--- config.mk ---
export PLATFORM = sky130hd
export DESIGN_NAME = id_operand_stage
export DESIGN_NICKNAME = d
export VERILOG_FILES = /design/src/rtl/id_operand_stage.sv
export SDC_FILE = /design/constraint.sdc
export NUM_CORES = 1
export LEC_CHECK = 0
export ABC_AREA = 1
export BUFFER_PORTS_ARGS = -buffer_cell sky130_fd_sc_hd__clkbuf_2
export CORE_MARGIN = 1
export CORE_UTILIZATION = 38
export CTS_CLUSTER_SIZE = 20
export DETAILED_ROUTE_END_ITERATION = 7
export GPL_TIMING_DRIVEN = 1
export HOLD_SLACK_MARGIN = 0.08
export SLEW_MARGIN = 0
export SYNTH_ARGS = -nofsm -noshare
export SYNTH_HDL_FRONTEND = slang
export SYNTH_SLANG_ARGS = --single-unit
--- constraint.sdc ---
create_clock -name clk -period 2.1 [get_ports clk]
set_clock_uncertainty 0.2 [all_clocks]
set_input_delay 0.105 -clock clk [delete_from_list [all_inputs] [get_ports clk]]
set_output_delay 0.105 -clock clk [all_outputs]
set_load 0.05 [all_outputs]
--- src/rtl/id_operand_stage.sv ---
// -----------------------------------------------------------------------------
// id_operand_stage
//   Decode-side operand stage placed directly after the GPR file. It drives the
//   register-file read addresses, resolves both source operands (EX/MEM/WB
//   bypass, forced zero for $0), detects load-use hazards and inserts bubbles
//   for them. It owns the ID/EX pipeline register, which has a valid/ready
//   handshake on both sides. A saturating counter records load-use stall
//   cycles for performance debug.
//
// Ports
//   clk, resetn              clock, asynchronous active-low reset
//   flush                    kill the ID/EX register contents
//   id_valid / id_ready      upstream handshake
//   id_pc, id_rs, id_rt,
//   id_use_rs, id_use_rt,
//   id_wreg, id_wen,
//   id_is_load               decoded instruction fields
//   rf_rs, rf_rt             register-file read addresses
//   rf_outA, rf_outB         register-file read data (combinational)
//   exf_*, memf_*, wbf_*     bypass sources from EX, MEM and WB
//   ex_valid / ex_ready      downstream handshake
//   ex_pc, ex_srcA, ex_srcB,
//   ex_wreg, ex_wen,
//   ex_is_load               registered payload for EX
//   stall_cnt                saturating load-use stall cycle count
// -----------------------------------------------------------------------------
module id_operand_stage #(
    parameter int DW    = 32,
    parameter int CNT_W = 32
) (
    input  logic             clk,
    input  logic             resetn,
    input  logic             flush,
    input  logic             id_valid,
    output logic             id_ready,
    input  logic [31:0]      id_pc,
    input  logic [4:0]       id_rs,
    input  logic [4:0]       id_rt,
    input  logic             id_use_rs,
    input  logic             id_use_rt,
    input  logic [4:0]       id_wreg,
    input  logic             id_wen,
    input  logic             id_is_load,
    output logic [4:0]       rf_rs,
    output logic [4:0]       rf_rt,
    input  logic [DW-1:0]    rf_outA,
    input  logic [DW-1:0]    rf_outB,
    input  logic             exf_wen,
    input  logic [4:0]       exf_wreg,
    input  logic [DW-1:0]    exf_data,
    input  logic             exf_is_load,
    input  logic             memf_wen,
    input  logic [4:0]       memf_wreg,
    input  logic [DW-1:0]    memf_data,
    input  logic             wbf_wen,
    input  logic [4:0]       wbf_wreg,
    input  logic [DW-1:0]    wbf_data,
    output logic             ex_valid,
    input  logic             ex_ready,
    output logic [31:0]      ex_pc,
    output logic [DW-1:0]    ex_srcA,
    output logic [DW-1:0]    ex_srcB,
    output logic [4:0]       ex_wreg,
    output logic             ex_wen,
    output logic             ex_is_load,
    output logic [CNT_W-1:0] stall_cnt
);

    // Bypass priority: youngest producer wins. An EX-stage load has no result
    // yet, so it is skipped here and handled by the interlock instead. WB is
    // needed because the regfile write lands on the same edge as our capture.
    function automatic logic [DW-1:0] resolve(
        input logic [4:0]    idx,
        input logic [DW-1:0] rf_data,
        input logic          f_ex_wen,
        input logic [4:0]    f_ex_wreg,
        input logic [DW-1:0] f_ex_data,
        input logic          f_ex_ld,
        input logic          f_mem_wen,
        input logic [4:0]    f_mem_wreg,
        input logic [DW-1:0] f_mem_data,
        input logic          f_wb_wen,
        input logic [4:0]    f_wb_wreg,
        input logic [DW-1:0] f_wb_data
    );
        if (idx == 5'd0)
            return '0;
        else if (f_ex_wen && f_ex_wreg == idx && !f_ex_ld)
            return f_ex_data;
        else if (f_mem_wen && f_mem_wreg == idx)
            return f_mem_data;
        else if (f_wb_wen && f_wb_wreg == idx)
            return f_wb_data;
        else
            return rf_data;
    endfunction

    function automatic logic [CNT_W-1:0] sat_inc(input logic [CNT_W-1:0] v);
        return (&v) ? v : v + {{(CNT_W-1){1'b0}}, 1'b1};
    endfunction

    logic [DW-1:0]    opa_p0;
    logic [DW-1:0]    opb_p0;
    logic             hazard_p0;
    logic             adv_p0;

    logic             vld_p1;
    logic [31:0]      pc_p1;
    logic [DW-1:0]    srca_p1;
    logic [DW-1:0]    srcb_p1;
    logic [4:0]       wreg_p1;
    logic             wen_p1;
    logic             ld_p1;
    logic [CNT_W-1:0] stall_cnt_q;

    // ---- Stage p0: operand resolution, interlock, handshake (combinational)
    assign rf_rs = id_rs;
    assign rf_rt = id_rt;

    assign opa_p0 = resolve(id_rs, rf_outA, exf_wen, exf_wreg, exf_data, exf_is_load,
                            memf_wen, memf_wreg, memf_data, wbf_wen, wbf_wreg, wbf_data);
    assign opb_p0 = resolve(id_rt, rf_outB, exf_wen, exf_wreg, exf_data, exf_is_load,
                            memf_wen, memf_wreg, memf_data, wbf_wen, wbf_wreg, wbf_data);

    // Only sources the instruction actually reads can stall it; $0 never does.
    assign hazard_p0 = id_valid && exf_wen && exf_is_load && (exf_wreg != 5'd0) &&
                       ((id_use_rs && exf_wreg == id_rs) || (id_use_rt && exf_wreg == id_rt));

    assign adv_p0   = !vld_p1 || ex_ready;
    assign id_ready = adv_p0 && !hazard_p0 && !flush;

    // ---- Stage p1: ID/EX register
    always_ff @(posedge clk or negedge resetn) begin
        if (!resetn) begin
            vld_p1      <= 1'b0;
            pc_p1       <= '0;
            srca_p1     <= '0;
            srcb_p1     <= '0;
            wreg_p1     <= '0;
            wen_p1      <= 1'b0;
            ld_p1       <= 1'b0;
            stall_cnt_q <= '0;
        end else begin
            if (flush) begin
                vld_p1 <= 1'b0;
            end else if (adv_p0) begin
                // A hazard loads a bubble; the ID instruction retries next cycle.
                vld_p1  <= id_valid && !hazard_p0;
                pc_p1   <= id_pc;
                srca_p1 <= opa_p0;
                srcb_p1 <= opb_p0;
                wreg_p1 <= id_wreg;
                wen_p1  <= id_wen;
                ld_p1   <= id_is_load;
            end
            if (hazard_p0 && adv_p0 && !flush)
                stall_cnt_q <= sat_inc(stall_cnt_q);
        end
    end

    assign ex_valid   = vld_p1;
    assign ex_pc      = pc_p1;
    assign ex_srcA    = srca_p1;
    assign ex_srcB    = srcb_p1;
    assign ex_wreg    = wreg_p1;
    assign ex_wen     = wen_p1;
    assign ex_is_load = ld_p1;
    assign stall_cnt  = stall_cnt_q;

endmodule

# After elaboration in Yosys (flattened, before gate mapping)
# Index checks and enable logic that the tools add are counted.
dict set report op_classes {
  addsub 1
  eq_ne 6
  muxes 10
  bitwise 2
  n_reduce_logical 32
}
# cell count
set ops {}
lappend ops {{32-bit 2-to-1 mux} 8}
lappend ops {{32-bit by 1-bit adder with 32-bit output (second input constant)} 1}
lappend ops {{32-bit AND reduction} 1}
lappend ops {{5-bit equality test} 6}
lappend ops {{1-bit logical AND} 19}
lappend ops {{5-bit zero test} 2}
lappend ops {{5-bit nonzero test} 1}
lappend ops {{1-bit zero test} 4}
lappend ops {{2-bit AND reduction} 2}
lappend ops {{1-bit logical OR} 2}
lappend ops {{1-bit 2-to-1 mux} 2}
lappend ops {{1-bit inverter} 2}
lappend ops {{2-bit nonzero test} 1}
dict set report totals {
  reg_bits 136
  in_bits 235
  wordCells 59
}

# Longest topological paths before layout
# Gate-level depths: netlist of the first run.
dict set report depth {
  depth_word 8
  ltp_mapped 12
}

# Least setup slack after synthesis of the first run
# OpenSTA, ideal clock, no wires.
dict set report synth_timing {
  path_kind {reg-to-output}
  from {register vld_p1, in the netlist ex_valid}
  to {output port id_ready}
  arrival_time_ns 2.092
  required_ns 1.795
  setup_slack_ns -0.297
  stages_incl_launch_ff 8
  n_path_buf 2
  cell_sequence {dfrtp_1 inv_1 nor2_1 nor2_2 inv_2 buf_2 clkbuf_1 a21oi_1}
}
dict set report synth_between {
  elab_chain_len 4
}
# element line_no
set synth_rtl {}
lappend synth_rtl {{start, declared} 107} ;# logic vld_p1;
lappend synth_rtl {{start signal, assigned} 148} ;# vld_p1 <= id_valid && !hazard_p0;
lappend synth_rtl {{1-bit zero test} 129} ;# assign adv_p0 = !vld_p1 || ex_ready;
lappend synth_rtl {{1-bit logical OR} 129}
lappend synth_rtl {{1-bit logical AND (2 in series)} 130} ;# assign id_ready = adv_p0 && !hazard_p0 && !flush;
lappend synth_rtl {{end, declared} 35} ;# output logic id_ready,
# Every way passes these cells.

# Worst setup path in the final report of the first run
dict set report layout_timing {
  from {input port id_valid}
  to {register vld_p1, in the netlist ex_valid}
}
dict set report layout_between {
  elab_chain_len 8
}
# element line_no
set layout_rtl {}
lappend layout_rtl {{start, declared} 34} ;# input logic id_valid,
lappend layout_rtl {{1-bit logical AND (4 in series)} 126} ;# assign hazard_p0 = id_valid && exf_wen && exf_is_load && (exf_wreg != 5'd0) &&
lappend layout_rtl {{1-bit zero test} 148}
lappend layout_rtl {{1-bit logical AND (*)} 148}
lappend layout_rtl {{1-bit 2-to-1 mux (*)} 146} ;# end else if (adv_p0) begin
lappend layout_rtl {{1-bit 2-to-1 mux (*)} 144} ;# if (flush) begin
# Mark *: on every way between the ends. The rest lies on a longest branch, timed or not. The select of a mux whose other input is x is not followed.
# A chain may end at the register's enable or synchronous reset.

==> results of run 1 <==
## flip-flops by register name, indices dropped and copies added, names as in the netlist
| signal | count |
|---|---|
| ex_pc | 32 |
| ex_is_load | 1 |
| ex_wen | 1 |
| ex_srcB | 32 |
| ex_srcA | 32 |
| stall_cnt | 32 |
| ex_valid | 1 |
| ex_wreg | 5 |
## layer usage
metal,share of wire,global-route usage,vias up
met5,0.00066,0,-
met4,0.035,0.140,4
met3,0.072,0.0537,101
met2,0.48,0.502,601
met1,0.41,0.358,5909
li1,-,-,6346
## worst register-to-register path, stage by stage, from the launching register on
cell                      delay (ps)
sky130_fd_sc_hd__dfrtp_1         440
sky130_fd_sc_hd__nand2_1         130
sky130_fd_sc_hd__nor2_1          200
sky130_fd_sc_hd__nand2_1         110
sky130_fd_sc_hd__nor2_1          410
sky130_fd_sc_hd__nand2_1         100
sky130_fd_sc_hd__nand2_1          70
sky130_fd_sc_hd__nand2_1          60
sky130_fd_sc_hd__nand4_1          90
sky130_fd_sc_hd__nand2_1          50
## through the flow
| stage | hold WS (ps) | power, mW | utilization | area, um2 |
|---|---|---|---|---|
| floorplan | -391 | 4.89 | - | 10100 |
| global placement | -97.5 | 5.84 | 0.480 | 12500 |
| detailed placement | -93.7 | 5.85 | 0.480 | 12500 |
| CTS | 95.5 | 9.18 | 0.592 | 15400 |
| global route | 132 | 9.59 | 0.592 | 15400 |
| finish | 109 | 9.14 | 0.592 | 15400 |
## worst min path at each step
stage                  end  slack (ps)  cells past startpoint
6_report         ex_pc[21]         110                      5
5_1_grt          ex_pc[30]         130                      5
4_1_cts           ex_pc[0]         100                      5
3_5_place_dp   ex_srcA[22]         -90                      1
3_3_place_gp   ex_srcA[22]        -100                      1
2_1_floorplan   ex_is_load        -390                      0
## kinds of logic (layout without fill, tap and decap cells)
family | Yosys count | count (layout) | synth area share
AO/OA/AOI/OAI | 14 | 14 | 0.00693
XOR/XNOR | 16 | 16 | 0.0139
adder cells (fa/ha/maj) | 1 | 1 | 0.00124
buffers and inverters | 369 | 978 | 0.154
flip-flops | 136 | 136 | 0.336
other | 0 | 1 | 0
AND/OR/NAND/NOR | 1206 | 1207 | 0.487
## what timing repair did
item / in CTS / in global routing
setup buffers: 0 / 0
hold endpoints to repair: 240 / 0
resized for setup: 0 / 1
hold buffers: 235 / 0
setup endpoints to repair: 0 / 32
## power by group
| part | internal, mW | switching, mW |
|---|---|---|
| clock | 1.56 | 1.36 |
| sequential | 2.89 | 0.176 |
| combinational | 1.02 | 2.13 |
## cells in the final DEF, fill, tap and decap left out, types with 3 or more instances in the layout
master and instances:
sky130_fd_sc_hd__buf_12 15, sky130_fd_sc_hd__nor2_1 194, sky130_fd_sc_hd__nor2_4 4, sky130_fd_sc_hd__nand3_2 4
sky130_fd_sc_hd__nand2_1 801, sky130_fd_sc_hd__inv_1 272, sky130_fd_sc_hd__nand3_1 152, sky130_fd_sc_hd__inv_8 3
sky130_fd_sc_hd__dfrtp_1 134, sky130_fd_sc_hd__xor2_1 10, sky130_fd_sc_hd__clkbuf_2 380, sky130_fd_sc_hd__inv_2 10
sky130_fd_sc_hd__clkinvlp_4 3, sky130_fd_sc_hd__o21ai_0 12, sky130_fd_sc_hd__clkbuf_16 17, sky130_fd_sc_hd__inv_6 6
sky130_fd_sc_hd__buf_4 31, sky130_fd_sc_hd__dlygate4sd3_1 235, sky130_fd_sc_hd__nand4_1 38, sky130_fd_sc_hd__xnor2_1 6
sky130_fd_sc_hd__nor2_2 6
## final cells by class
cell class | instances | area, um2
Sequential cell | 136 | 3410
Clock buffer | 17 | 425
Timing Repair Buffer | 662 | 4800
Tap cell | 335 | 419
Inverter | 284 | 1070
Clock inverter | 15 | 131
Fill cell | 2508 | 10600
Antenna cell | 1 | 2.50
Multi-Input combinational cell | 1238 | 5190
==> flow_summary_export.csv, run 1 <==
group,metric,value,unit
placement,placedCellCount,2419,
floorplan,floorplan.core_area,0.0261,mm2
cts,cts.path.max_buffers,2,
worst_setup_path,critical_path.max_stage_delay,550,ps
finish,drive_gt1_frac,0.210,
synth,synth.lib_cells_used.distinct,27,
synth,synth_sequential_area_ratio,0.336,
synth,synth.avg_cell_area,5.81,um2
finish,layout_net_count,2575,
synth,synth-async-reset-ratio,1.00,
detailed_routing,detail_route.wirelength,40700,um
floorplan,design.portCount,382,
detailed_routing,total_number_of_vias,13000,
worst_setup_path,worst-path-stages,9,
detailed_routing,routedWlPerCell,15.1,um
grt,largest_net_degree_at_the_start_of_global_routing,75,
synth,synth.cell_area,0.0101,mm2
floorplan,chipHeight,165,um
synth,most_repeated_cell_in_the_gate_level_netlist_after_synthesis,"sky130_fd_sc_hd__nand2_1",
detailed_routing,drt-vias-per-instance,4.82,
cts,clock_insertion_delay_worst_skew,430,ps
outcome,outcome,"completed",
timing,fmax,496,MHz
worst_setup_path,worstSetupStartpointType,"input port",
placement,placement.setup.worst_slack,38.9,ps
finish,final_cell_count_no_fill,2688,
worst_setup_path,setup.reg_to_reg.worst_slack,140,ps
worst_setup_path,cp_data_required_time,2260,ps
cts,clock_slew_at_reported_path_ffs,60,ps
timing,setup_total_neg_slack,0,ps
worst_setup_path,setup.worst_path.class,"in2reg",
cts,cts_tree,"yes",
synth,synthTopCellsByArea,"sky130_fd_sc_hd__dfrtp_1, sky130_fd_sc_hd__nand2_1, sky130_fd_sc_hd__inv_1",
power,static-leakage-power,9.30,nW
synth,synth_enable_flop_cells,0,
synth,synthFlopType,"sky130_fd_sc_hd__dfrtp_1",
placement,gp_congestion,0.937,
run,max_cap_viol_count,0,
worst_setup_path,worstPathMaxFanout,15,
worst_setup_path,crit_slowest_cell,"sky130_fd_sc_hd__dlygate4sd3_1",
worst_setup_path,cp-startpoint,"id_valid",
power,worst_vdd_ir,0.527,mV
synth,synthesis.nets,1978,
worst_setup_path,cp_top_family,"buffers and inverters",
detailed_routing,route.detailed.drc,0,
worst_setup_path,worst_r2r_startpoint,"stall_cnt[7]",
grt,number_of_antenna_violations_at_the_first_check_in_global_routing,3,
synth,synth_top_cell_area_share,0.336,
timing,rsz0062_at_grt,"no",
timing,worst_pin_slew,534,ps
placement,portBuffers,381,
power,ratio_of_total_power_to_cell_area,592,mW/mm2
worst_setup_path,setup.worst_path.end,"ex_valid",
hold_path,min_path_type,"in2reg",
synth,synth-warning-count,0,
worst_setup_path,crit-reg2reg-capture,"stall_cnt[26]",
cts,cts_made_buffers,17,
timing,period_minus_slack,2020,ps
cts,clock_tree.root_cell,"sky130_fd_sc_hd__clkbuf_16",
floorplan,die_area,0.0273,mm2
worst_setup_path,worstPathArrival,2180,ps
grt,wire_length_of_the_first_global_routing_pass,62200,um
cts,numClockSinks,136,
timing,timing.slew.headroom,0.644,
synth,ys_ff_latch,136,
worst_setup_path,setup.worst_path.end_class,"flip-flop",
finish,area_growth,52.6,%
worst_setup_path,combined_buffer_and_inverter_count_along_the_critical_path,5,
timing,finalMaxSlewViolations,0,
placement,dp_hpwl,27200,um
detailed_routing,detailedRoute.firstPassIterationCount,5,
synth,syn_inst,1742,
worst_setup_path,chain_of_cells_forming_the_critical_path,"dlygate4sd3_1 -> clkbuf_2 -> nand4_1 -> clkinv_1 -> buf_4 -> nand2_1 -> nand3_1 -> dlygate4sd3_1 -> nand2_1",
timing,setup_violations,0,
grt,gr-usage-all-layers,0.295,
timing,setup_ws,82.2,ps
detailed_routing,drtIter0Drc,1090,
floorplan,die_w,165,um
synth,ys_top_cells_by_count,"sky130_fd_sc_hd__nand2_1, sky130_fd_sc_hd__inv_1, sky130_fd_sc_hd__nor2_1",
cts,cts-htree-levels,4,
floorplan,start_util,0.388,
timing,min_period_over_period,0.961,
grt,grt_pass1_vias,12300,
synth,synth_top_cell_by_area,"sky130_fd_sc_hd__dfrtp_1",
floorplan,num_rows,59,
worst_setup_path,r2r.worst_path.cells,9,
grt,gr-total-overflow,0,
hold_path,hp-start,"flush",
detailed_routing,antenna_left,0,
timing,finalHoldViolations,0,
(Power assumes the default switching activity.)
==> inputs of run 2 (changes only) <==
==> constraint.sdc (replaced) <==
create_clock -name clk -period 2.1 [get_ports clk]
set_clock_uncertainty 0.2 [all_clocks]
set_input_delay 0.63 -clock clk [delete_from_list [all_inputs] [get_ports clk]]
set_output_delay 0.63 -clock clk [all_outputs]
set_load 0.05 [all_outputs]
==> run 2 against run 1 <==
Compared with the run above:
- the flow now finishes with violations (setup timing)
- clock power up 21%
- via count is 9.8% lower
- clock-buffer cell count unchanged
- maximum frequency down 16%
- first-iteration DRC count fell by 28%
- register-to-register slack got worse by 30 ps
- flip-flop and latch count stayed put
- cell area down 12%
- sequential power about the same
- routed wire length shrank 7.0%
- global-route usage fell by 1.8 points
- largest power group is now the clock network
==> flow_summary_export.csv, run 2 (synthesis results as in run 1) <==
group,metric,value,unit
worst_setup_path,chain_of_cells_forming_the_critical_path,"buf_8 -> buf_4 -> xnor2_1 -> nand4_1 -> nand2_2 -> a21oi_4 -> buf_12",
timing,setup_ws,-300,ps
hold_path,min_path_type,"in2reg",
floorplan,die_w,165,um
timing,min_period_over_period,1.14,
detailed_routing,drtIter0Drc,789,
cts,clock_insertion_delay_worst_skew,430,ps
timing,finalMaxSlewViolations,0,
grt,grt_pass1_vias,11100,
finish,most_common_cell_after_layout_fill_and_taps_aside,"sky130_fd_sc_hd__nand2_1",
floorplan,start_util,0.388,
cts,numClockSinks,136,
placement,dp_hpwl,28400,um
worst_setup_path,setup.worst_path.end,"id_ready",
power,power.net_switching,3.68,mW
detailed_routing,routedWlPerCell,15.2,um
placement,placedInstanceArea,0.0129,mm2
worst_setup_path,cp-startpoint,"exf_wreg[4]",
floorplan,num_rows,59,
power,clock_power_share,0.376,
worst_setup_path,worstSetupStartpointType,"input port",
power,power_frac_comb,0.299,
run,max_cap_viol_count,0,
finish,area_growth,34.7,%
detailed_routing,route.detailed.drc,0,
worst_setup_path,worst_r2r_startpoint,"stall_cnt[2]",
detailed_routing,total_number_of_vias,11700,
power,swShare,0.391,
worst_setup_path,critical_path.max_stage_delay,230,ps
worst_setup_path,setup.worst_path.class,"in2out",
finish,multiInputGateArea,0.00519,mm2
cts,cts.path.max_buffers,2,
finish,layout.cell_area.non_filler,0.0136,mm2
worst_setup_path,setup.worst_path.end_class,"output pin",
finish,layout.area.seq,0.00341,mm2
cts,cts_made_buffers,17,
timing,period_minus_slack,2400,ps
finish,layout.filler_cells,2754,
power,power.internal,5.73,mW
power,power.total,9.41,mW
timing,rsz0062_at_grt,"yes",
hold_path,cell_depth_of_the_worst_min_delay_path,3,
worst_setup_path,setup.reg_to_reg.worst_slack,110,ps
grt,wire_length_of_the_first_global_routing_pass,58300,um
grt,gr-usage-all-layers,0.277,
finish,drive_gt1_frac,0.248,
finish,commonest_cells_after_routing_fill_and_taps_aside,"sky130_fd_sc_hd__nand2_1, sky130_fd_sc_hd__clkbuf_2, sky130_fd_sc_hd__inv_1, sky130_fd_sc_hd__nor2_1, sky130_fd_sc_hd__nand3_1",
power,ratio_of_total_power_to_cell_area,691,mW/mm2
cts,clock_slew_at_reported_path_ffs,70,ps
floorplan,chipHeight,165,um
outcome,violations,"setup timing",
detailed_routing,drt-vias-per-instance,4.69,
grt,largest_net_degree_at_the_start_of_global_routing,81,
placement,gp_congestion,0.925,
power,static-leakage-power,8.63,nW
timing,finalHoldViolations,0,
worst_setup_path,crit-reg2reg-capture,"stall_cnt[25]",
floorplan,design.portCount,382,
cts,clock_tree.root_cell,"sky130_fd_sc_hd__clkbuf_16",
timing,fmax,417,MHz
detailed_routing,detail_route.wirelength,37800,um
power,pwr-share-seq,0.325,
worst_setup_path,crit_slowest_cell,"sky130_fd_sc_hd__xnor2_1",
power,worst_vdd_ir,0.421,mV
timing,setup_violations,1,
detailed_routing,detailedRoute.firstPassIterationCount,7,
worst_setup_path,r2r.worst_path.cells,9,
worst_setup_path,cp_data_required_time,1270,ps
grt,gr-total-overflow,0,
outcome,outcome,"finished with violations",
placement,portBuffers,381,
grt,number_of_antenna_violations_at_the_first_check_in_global_routing,6,
worst_setup_path,worstPathArrival,1570,ps
worst_setup_path,worstPathMaxFanout,3,
floorplan,die_area,0.0273,mm2
timing,timing.slew.headroom,0.723,
cts,cts_tree,"yes",
timing,worst_pin_slew,416,ps
cts,cts-htree-levels,4,
finish,layout_net_count,2377,
detailed_routing,antenna_left,0,
floorplan,floorplan.core_area,0.0261,mm2
==> run 2: cell types whose count changed in the layout (fill, tap and decap cells not counted), sizes merged <==
cell         delta
nand3           -1
clkinvlp        -3
bufinv          +4
clkbuf          -5
dlygate4sd3   -234
diode           +4
clkinv          -2
inv             +1
buf            +42
==> run 2: power groups by stage <==
stage | clock network, mW | logic, mW | registers (mW)
floorplan | 0 | 0.847 | 4.05
global placement | 0 | 2.81 | 3.10
detailed placement | 0 | 2.82 | 3.10
CTS | 3.60 | 2.83 | 3.06
global route | 3.71 | 3.05 | 3.09
finish | 3.54 | 2.82 | 3.06
==> run 2: critical path, delay by kind of cell <==
| kind | cells | cell delay, ps |
|---|---|---|
| xor+xnor | 1 | 230 |
| buf+inv | 3 | 370 |
| simple gates | 2 | 260 |
| compound gates | 1 | 70 |
==> run 2: how the worst min path moves through the flow <==
stage          startpoint    endpoint
6_report         id_pc[1]    ex_pc[1]
5_1_grt          id_pc[3]    ex_pc[3]
4_1_cts          id_pc[3]    ex_pc[3]
3_5_place_dp    ex_pc[10]   ex_pc[10]
3_3_place_gp     ex_pc[5]    ex_pc[5]
2_1_floorplan      resetn  ex_is_load
==> run 2: timing repair <==
| item | CTS | global route |
|---|---|---|
| pin swaps | 1 | 4 |
| endpoints found under the hold margin | 19 | 0 |
| hold buffers | 1 | 0 |
| endpoints found under the setup margin | 2 | 3 |
| resized for setup | 2 | 13 |
| buffers inserted | 0 | 2 |
| gates cloned | 0 | 0 |
==> run 2: stage by stage <==
step / hold slack, ps / utilization / setup slack (ps) / TNS (ps) / cells
6_report: 194 / 0.523 / -300 / -300 / 2494
5_1_grt: 196 / 0.523 / -373 / -373 / 2492
4_1_cts: 179 / 0.521 / -324 / -324 / 2487
3_5_place_dp: 259 / 0.494 / -349 / -21520 / 2454
3_3_place_gp: 253 / 0.494 / -328 / -19230 / 2454
2_1_floorplan: 134 / - / -313 / -313 / 1742
==> run 2: routing by layer <==
metal | part of all wire | vias to the layer above | wire [um] | track usage
met1 | 0.41 | 5276 | 15400 | 0.327
met5 | 0.00045 | - | 17 | 0
met3 | 0.075 | 54 | 2820 | 0.0674
met4 | 0.024 | 2 | 917 | 0.109
met2 | 0.49 | 410 | 18700 | 0.481
li1 | - | 5954 | - | -
==> run 2: layout make-up <==
class | count | share of cell area
Antenna cell | 5 | 0.000918
Inverter | 284 | 0.0785
Tap cell | 335 | 0.0308
Clock buffer | 17 | 0.0312
Clock inverter | 15 | 0.0181
Sequential cell | 136 | 0.250
Multi-Input combinational cell | 1237 | 0.381
Timing Repair Buffer | 465 | 0.210
==> inputs of run 3 (changes only) <==
--- a/config.mk
+++ b/config.mk
@@ -8,7 +8,7 @@
 export ABC_AREA = 1
 export BUFFER_PORTS_ARGS = -buffer_cell sky130_fd_sc_hd__clkbuf_2
 export CORE_MARGIN = 1
-export CORE_UTILIZATION = 38
+export CORE_UTILIZATION = 30
 export CTS_CLUSTER_SIZE = 20
 export DETAILED_ROUTE_END_ITERATION = 7
 export GPL_TIMING_DRIVEN = 1
==> run 3 against run 2 <==
Compared with the run above:
- the flow still finishes with violations (setup timing)
- sequential share of layout area is 0.33 points lower
- critical path type unchanged
- via count grew 2.4%
- clock-buffer cell count is 1 higher
==> flow_summary_export.csv, run 3 (synthesis results as in run 1) <==
group,metric,value,unit
finish,commonest_cells_after_routing_fill_and_taps_aside,"sky130_fd_sc_hd__nand2_1, sky130_fd_sc_hd__clkbuf_2, sky130_fd_sc_hd__inv_1, sky130_fd_sc_hd__nor2_1, sky130_fd_sc_hd__nand3_1",
finish,drive_gt1_frac,0.255,
detailed_routing,drt-vias-per-instance,4.61,
grt,gr-usage-all-layers,0.230,
timing,finalMaxSlewViolations,0,
floorplan,start_util,0.308,
grt,wire_length_of_the_first_global_routing_pass,61000,um
detailed_routing,detail_route.wirelength,39300,um
placement,dp_hpwl,29400,um
hold_path,min_path_type,"in2reg",
cts,clock_tree.root_cell,"sky130_fd_sc_hd__clkbuf_16",
outcome,outcome,"finished with violations",
power,power.total,9.36,mW
timing,rsz0062_at_grt,"yes",
cts,cts-htree-levels,4,
grt,largest_net_degree_at_the_start_of_global_routing,87,
finish,final_cell_count_no_fill,2599,
outcome,violations,"setup timing",
power,ratio_of_total_power_to_cell_area,676,mW/mm2
detailed_routing,drtIter0Drc,612,
cts,clock_slew_at_reported_path_ffs,70,ps
detailed_routing,antenna_left,0,
timing,setup_ws,-315,ps
detailed_routing,routedWlPerCell,15.1,um
timing,fmax,414,MHz
timing,finalHoldViolations,0,
finish,fin_util,0.421,
finish,most_common_cell_after_layout_fill_and_taps_aside,"sky130_fd_sc_hd__nand2_1",
timing,worst_pin_slew,507,ps
hold_path,cell_depth_of_the_worst_min_delay_path,3,
detailed_routing,detailedRoute.firstPassIterationCount,5,
detailed_routing,total_number_of_vias,12000,
placement,placedInstanceArea,0.0131,mm2
timing,min_period_over_period,1.15,
worst_setup_path,setup.worst_path.class,"in2out",
floorplan,chipHeight,186,um
worst_setup_path,cp_data_required_time,1270,ps
cts,cts_made_buffers,17,
worst_setup_path,setup.worst_path.end_class,"output pin",
cts,cts.path.max_buffers,2,
timing,fin_hold_ws,187,ps
worst_setup_path,setup.reg_to_reg.worst_slack,90,ps
floorplan,design.portCount,382,
floorplan,die_w,186,um
worst_setup_path,worstPathMaxFanout,3,
grt,gr-total-overflow,0,
detailed_routing,route.detailed.drc,0,
finish,area_growth,36.8,%
worst_setup_path,r2r.worst_path.cells,13,
timing,setup_violations,1,
timing,period_minus_slack,2410,ps
run,max_cap_viol_count,0,
floorplan,die_area,0.0345,mm2
finish,layout.filler_cells,3566,
timing,setup_total_neg_slack,-315,ps
timing,timing.slew.headroom,0.662,
finish,layout.cell_area.non_filler,0.0138,mm2
finish,layout_net_count,2380,
floorplan,floorplan.core_area,0.0329,mm2
floorplan,num_rows,66,
cts,cts_tree,"yes",
cts,clock_insertion_delay_worst_skew,430,ps
placement,placedCellCount,2564,
placement,gp_congestion,0.969,
worst_setup_path,worstSetupStartpointType,"input port",
power,worst_vdd_ir,0.559,mV
grt,grt_pass1_vias,11300,
power,static-leakage-power,8.63,nW
cts,numClockSinks,136,
finish,insertedDiodeCount,0,
worst_setup_path,worstPathArrival,1580,ps
placement,portBuffers,381,
grt,number_of_antenna_violations_at_the_first_check_in_global_routing,0,
placement,placement.setup.worst_slack,-401,ps
run 3: cell types whose count changed in the layout (fill, tap and decap cells not counted), moves of 6 or more:
cell	previous run	this run
sky130_fd_sc_hd__clkbuf_2	373	357
sky130_fd_sc_hd__dfrtp_2	3	9
sky130_fd_sc_hd__inv_8	6	0
sky130_fd_sc_hd__buf_2	2	12
sky130_fd_sc_hd__dfrtp_1	133	127
run 3: worst paths after layout:
path / from / end
setup / recovery: exf_wreg[4] / id_ready
hold / removal: id_pc[22] / ex_pc[22]
setup reg to reg: ex_valid / ex_srcB[5]
hold reg to reg: ex_pc[15] / ex_pc[15]
max in group asynchronous: resetn / ex_srcA[12]
min in group asynchronous: resetn / stall_cnt[7]
run 3: power breakdown:
part,internal (mW),leakage [nW],switching [mW]
Sequential,2.89,1.71,0.169
Combinational,0.784,6.61,2.09
Clock,2.12,0.307,1.30
Total,5.80,8.63,3.56
run 3: critical path, cell delays in order:
cell	delay, ps
sky130_fd_sc_hd__clkbuf_16	130
sky130_fd_sc_hd__nor3_4	170
sky130_fd_sc_hd__nand3_2	100
sky130_fd_sc_hd__nand4_1	100
sky130_fd_sc_hd__clkinv_2	80
sky130_fd_sc_hd__a21oi_4	210
sky130_fd_sc_hd__buf_12	170
run 3: cell type report:
| class | instances | area (um2) | area share |
|---|---|---|---|
| multi-input combinational | 1237 | 5200 | 0.376 |
| tap | 442 | 553 | 0.0400 |
| inverter | 284 | 1070 | 0.0775 |
| sequential | 136 | 3410 | 0.247 |
| timing repair buffer | 468 | 2940 | 0.213 |
| clock inverter | 14 | 221 | 0.0160 |
| clock buffer | 18 | 429 | 0.0310 |
run 3: what timing repair did:
action	4_1_cts	5_1_grt
setup buffers	1	1
hold buffers	1	0
gates resized for setup	10	34
pin swaps	5	5
hold endpoints to repair	26	0
cloned	0	0
endpoints found under the setup margin	6	43
run 3: routing by layer:
metal / vias to the layer above / part of all wire / wire (um) / GRT usage
li1: 5958 / - / - / -
met2: 540 / 0.47 / 18500 / 0.389
met5: - / 0 / 0 / 0
met1: 5409 / 0.42 / 16600 / 0.286
met3: 65 / 0.086 / 3380 / 0.0565
met4: 0 / 0.023 / 906 / 0.0764
